**src/rtl/stream_fork_buf.sv**
```systemverilog
// stream_fork_buf: registered eager fork that broadcasts one ready/valid stream to NUM_OUTPUTS consumers.
// Define STREAM_FORK_BUF_STALL_CNT_EN to add the per-output saturating stall counters (stall_clr, stall_cnt).
module stream_fork_buf #(
   parameter int NUM_OUTPUTS = 4,
   parameter int DATA_WIDTH  = 16,
   parameter int DATA2_WIDTH = 13,
   parameter int CNT_WIDTH   = 16
) (
   input  logic                                 clk,
   input  logic                                 rst_n,
   input  logic [DATA_WIDTH-1:0]                in_data,
   input  logic signed [DATA2_WIDTH-1:0]        in_data2,
   input  logic                                 in_valid,
   output logic                                 in_ready,
   input  logic [NUM_OUTPUTS-1:0]               in_dest,
   output logic [NUM_OUTPUTS*DATA_WIDTH-1:0]    out_data,
   output logic [NUM_OUTPUTS*DATA2_WIDTH-1:0]   out_data2,
   output logic [NUM_OUTPUTS-1:0]               out_valid,
   input  logic [NUM_OUTPUTS-1:0]               out_ready
`ifdef STREAM_FORK_BUF_STALL_CNT_EN
   ,
   input  logic                                 stall_clr,
   output logic [NUM_OUTPUTS*CNT_WIDTH-1:0]     stall_cnt
`endif
);

   logic [NUM_OUTPUTS-1:0] pend;
   logic [DATA_WIDTH-1:0]  pl_data;
   logic [DATA2_WIDTH-1:0] pl_data2;
   logic                   accept;

   // NOTE: in_ready is gated by rst_n so no item can be taken while reset is held,
   // and it looks at this cycle's out_ready so the last transfer and a new accept overlap.
   assign in_ready = rst_n & ~|(pend & ~out_ready);
   assign accept   = in_valid & in_ready;

   // NOTE: state uses non-blocking assignments so every register samples pre-edge values.
   always_ff @(posedge clk or negedge rst_n) begin
      if (!rst_n) begin
         pend     <= '0;
         pl_data  <= '0;
         pl_data2 <= '0;
      end else if (accept) begin
         pend     <= in_dest;
         pl_data  <= in_data;
         pl_data2 <= in_data2;
      end else begin
         pend <= pend & ~out_ready;
      end
   end

   // Every slice carries the held payload; data2 bits pass through unextended.
   assign out_valid = pend;
   assign out_data  = {NUM_OUTPUTS{pl_data}};
   assign out_data2 = {NUM_OUTPUTS{pl_data2}};

`ifdef STREAM_FORK_BUF_STALL_CNT_EN
   for (genvar i = 0; i < NUM_OUTPUTS; i++) begin : g_stall
      logic [CNT_WIDTH-1:0] cnt;

      // Clear wins over increment; the count sticks at all-ones instead of wrapping.
      always_ff @(posedge clk or negedge rst_n) begin
         if (!rst_n) begin
            cnt <= '0;
         end else if (stall_clr) begin
            cnt <= '0;
         end else if (pend[i] && !out_ready[i] && !(&cnt)) begin
            cnt <= cnt + 1'b1;
         end
      end

      assign stall_cnt[i*CNT_WIDTH +: CNT_WIDTH] = cnt;
   end
`else
   // CNT_WIDTH only sizes the optional counters; tie it off so it is referenced.
   logic unused_cnt_width;
   assign unused_cnt_width = (CNT_WIDTH > 0);
`endif

endmodule

```
**config.mk**
```make
export PLATFORM = sky130hd
export DESIGN_NAME = stream_fork_buf
export DESIGN_NICKNAME = d
export VERILOG_FILES = /design/src/rtl/stream_fork_buf.sv
export SDC_FILE = /design/constraint.sdc
export NUM_CORES = 1
export LEC_CHECK = 0
export ABC_AREA = 1
export CORE_MARGIN = 2
export CORE_UTILIZATION = 34
export CTS_CLUSTER_SIZE = 20
export DETAILED_ROUTE_END_ITERATION = 10
export GPL_TIMING_DRIVEN = 0
export PLACE_DENSITY = 0.82
export SLEW_MARGIN = 0
export SYNTH_ARGS = -nofsm -noshare
export SYNTH_HDL_FRONTEND = slang
export SYNTH_SLANG_ARGS = --single-unit
```
**constraint.sdc**
```tcl
create_clock -name clk -period 1.6 [get_ports clk]
set_clock_uncertainty 0.05 [all_clocks]
set_input_delay 0.32 -clock clk [delete_from_list [all_inputs] [get_ports clk]]
set_output_delay 0.32 -clock clk [all_outputs]
set_load 0.01 [all_outputs]
```
* Word level (Yosys, flattened, before mapping) *
Cells that the tools add are included.

storage, ports and cells
  output and inout bits = 121
  memories = 0
  word-level logic and storage cells = 10
  latch bits = 0
  memory bits (read-only) = 0
  input bits = 40
  RAM bits = 0
  flip-flop bits (word level) = 33

operators by class
  bitwise operators = 4
  add/sub/neg operators = 0
  reductions and logical operators = 2
  multiply operators = 0
  div/mod/pow operators = 0
  shift-type cells = 0
  magnitude comparators = 0
  eq/ne operators = 0
  muxes and demuxes = 1

operators by type and width
  cell                count
  4-bit AND           1
  4-bit two-way mux   1
  4-bit inverter      1
  4-bit OR reduction  1
  1-bit AND           2
  1-bit zero test     1

* Logic depth before layout (Yosys ltp) *
  depth in word-level cells = 7
  mapped depth = 9
  mapped depth without buffers = 7

* Least setup slack after synthesis *
No wires, ideal clock.

  kind = register to register
  start point = reg pend[3] (netlist: out_valid[3])
  end point = reg pl_data2[0]
  required time = 1433 ps
  period minus slack after synthesis = 1282 ps
  setup slack = 318 ps
  data arrival time = 1115 ps
  setup time = 117 ps
  buffers on the path = 2
  stages on the path, launching flop included = 9
  cells stage by stage = dfrtp_1 nand2_2 nand2_2 nor2_4 nand3_2 buf_6 buf_6 nand2_1 nand2_1

on the way
  cells in the longest elaborated chain, start to end = 5

RTL lines
  what                      line  RTL
  start: declaration        27    logic [NUM_OUTPUTS-1:0] pend;
  start signal: assignment  44    pend <= in_dest;
  start signal: assignment  48    pend <= pend & ~out_ready;
  4-bit AND                 34    assign in_ready = rst_n & ~|(pend & ~out_ready);
  4-bit OR reduction        34
  1-bit zero test           34
  1-bit AND                 34
  1-bit AND                 35    assign accept = in_valid & in_ready;
  end signal: assignment    46    pl_data2 <= in_data2;
  end: declaration          29    logic [DATA2_WIDTH-1:0] pl_data2;

No other way between the ends.
A chain may end at the register's enable or synchronous reset.

* Worst setup path in the final report *
  start point = in out_ready[1]
  end point = out in_ready

on the way
  cells in the longest elaborated chain, start to end = 5

RTL lines
  what                line  RTL
  start: declaration  19    input logic [NUM_OUTPUTS-1:0] out_ready
  4-bit inverter      34
  4-bit AND           34
  4-bit OR reduction  34
  1-bit zero test     34
  1-bit AND           34
  end: declaration    14    output logic in_ready,

No other way between the ends.

==> results.py <==
metrics = {
    "routing": {
        "num_vias": 2233,
        "drt-initial-drc-count": 94,
        "dr.pass1.iters": 4,
        "routed_wl_mm": 6.77,
        "ant_nets": 0,
        "via_per_inst": 4.28,
        "avgRoutedWirePerCell_um": 13.0,
        "drc": 0,
    },
    "placed_design": {
        "io_buffers": 159,
        "gp_congestion": 0.699,
        "pre_cts_ws_ns": -0.729,
        "dpl.cell_count": 477,
        "hpwl_mm": 4.88,
    },
    "worst_setup_path": {
        "worstSetupPathType": "input pin to output pin",
        "arrival_ns": 1.20,
        "critPathRequiredTime_ns": 1.23,
        "crit_path_max_incr_delay_ns": 0.41,
        "cp-startpoint": "out_ready[1]",
        "cp-end-kind": "output pin",
        "r2r-start": "out_valid[3]",
        "crit_chain": "clkdlybuf4s50_1 -> nor2_2 -> nor3_4 -> buf_2",
        "setup.worst_path.start_class": "input pin",
        "crit_path_max_fanout": 3,
        "slowest_stage": "clkdlybuf4s50_1",
    },
    "status": {
        "violations": "hold timing",
        "outcome": "finished with violations",
    },
    "timing": {
        "drv_slew": 0,
        "hold_viol": 33,
        "holdWs_ns": -0.131,
        "max_freq_ghz": 0.637,
        "setup_violations": 0,
        "fin_crit_ns": 1.57,
        "worst_pin_slew_ns": 0.455,
        "slew_headroom_pct": 69.7,
        "period_share_pct": 98.1,
        "layout_setup_ws_ns": 0.0300,
    },
    "global_route": {
        "grt_antenna_before_repair": 0,
        "grt_pass1_wl_mm": 9.96,
        "grt_usage_pct": 19.3,
        "grt_max_degree": 35,
        "grt-ovfl-total": 0,
        "grt_pass1_vias": 2099,
    },
    "clock_network": {
        "clk_path_buf_depth": 2,
        "clkTransAtPathRegs_ns": 0.07,
        "cts_tree": "yes",
        "clk_latency_ns": 0.28,
        "clock-sinks": 33,
        "cts-root-buf": "clkbuf_8",
        "cts_buffers": 5,
        "h-tree-depth": 2,
    },
    "final_layout": {
        "antenna-diode-count": 0,
        "areaGrowthSynthToFinish_pct": 95.2,
        "fin_util_pct": 68.3,
        "stdcell_count": 522,
        "drive_gt1_share_pct": 40.0,
        "final_cell_mix": "buf_4 (149), nand2_1 (62), dlygate4sd2_1 (61)",
        "fin_nets": 486,
        "fillCellCount": 526,
        "layout_commonest_cell": "buf_4",
    },
    "power": {
        "p_clk_share_pct": 13.0,
        "max-vdd-ir-drop_uv": 552,
        "seqPwrFrac_pct": 26.0,
        "internal_power_mw": 3.07,
        "cellLeakagePower_nw": 2.44,
        "p_per_area_nw_per_um2": 1140,
        "swShare_pct": 33.5,
        "pwr-share-comb_pct": 61.0,
        "power_switching_mw": 1.54,
    },
    "synthesis": {
        "ys_types": 16,
        "syn_avg_cell_area_um2": 8.52,
        "synth_area_leaders": "dfrtp_1 (40%), buf_4 (32%), nand2_1 (12%), nand4_1 (10%), buf_2 (1.7%)",
        "synthCells": 243,
        "yosys.area.top_type_share_pct": 39.9,
        "yosys.area.top_type": "dfrtp_1",
        "yosysSeqAreaShare_pct": 39.9,
        "yosysWarnings": 0,
        "yosys_register_bits": 33,
        "mappedNetlistNets": 283,
        "syn_area_um2": 2070,
    },
    "floorplanning": {
        "die_h_um": 82.0,
        "io_pins": 161,
        "initial_core_util_pct": 35.0,
        "dieArea_um2": 6730,
        "rows": 28,
        "core-area_um2": 5920,
        "die_w_um": 82.0,
    },
    "flow_run": {
        "max_cap_violations": 0,
    },
    "min_path": {
        "hp-class": "input pin to async pin",
    },
}
## metrics by stage
stage / TNS (ns) / total power, mW / cell area, µm² / hold WS [ns]
global placement: -62.57 / 4.05 / 3760 / 0.446
detailed placement: -12.37 / 4.12 / 3750 / 0.386
floorplan: 0 / 2.52 / 2070 / -0.0256
CTS: -0.0558 / 4.60 / 3940 / -0.0534
global route: -0.00955 / 4.92 / 4040 / -0.114
finish: 0 / 4.61 / 4040 / -0.131
## area by class of cell
type	count	area, µm²	area share (%)
multi-input combinational	104	529	13.1
buffer	100	727	18.0
sequential	33	827	20.5
tap	75	93.8	2.32
timing repair buffer	196	1760	43.6
clock buffer	8	80.1	1.98
inverter	6	22.5	0.557
## logic make-up after synthesis
logic type / Yosys count / share of synthesized area (%)
buffers and inverters: 106 / 36.2
DFF: 33 / 39.9
and+or+nand+nor: 104 / 23.9
## critical path: cells and delay by family
family,cells,cell delay [ns]
simple gates,2,0.32
buf+inv,2,0.56
## state kept, by name (all words and copies together), names as in the netlist
| register | flops |
|---|---|
| pl_data | 16 |
| pl_data2 | 13 |
| out_valid | 4 |
## path summary, 6_finish.rpt
| path | endpoint | slack (ns) | cells after the start |
|---|---|---|---|
| setup / recovery | in_ready | 0.03 | 4 |
| hold / removal | pl_data2[4] | -0.13 | 1 |
| setup reg to reg | pl_data[13] | 0.18 | 8 |
| hold reg to reg | pl_data2[5] | 0.49 | 2 |
| max in group asynchronous | pl_data2[8] | 1.36 | 1 |
| min in group clk | out_valid[3] | 0.30 | 4 |
## synthesized netlist by cell type, drive strengths merged
library cell	number
buf	97
clkbuf	3
dfrtp	33
inv	6
nand2	67
nand3	1
nand4	33
nor2	2
nor3	1
## power by group through the flow
stage	clock, mW	combinational, mW	sequential [mW]
global route	0.650	3.03	1.24
global placement	0	2.80	1.25
CTS	0.608	2.79	1.20
floorplan	0	1.22	1.30
detailed placement	0	2.85	1.27
finish	0.598	2.82	1.20
## repair_timing
action	in CTS	in global routing
setup endpoints to repair	144	43
gates resized for setup	138	43
buffers inserted	34	3
pin swaps	1	2
hold endpoints to repair	33	33
## routing by layer
metal | GRT usage [%] | vias up | part of all wire, %
met5 | 0 | - | 0
met4 | 6.17 | 0 | 1.2
li1 | - | 1098 | -
met2 | 38.1 | 76 | 57
met1 | 19.9 | 1053 | 36
met3 | 3.85 | 6 | 6.1
No activity file was read; power rests on OpenSTA's default activity.
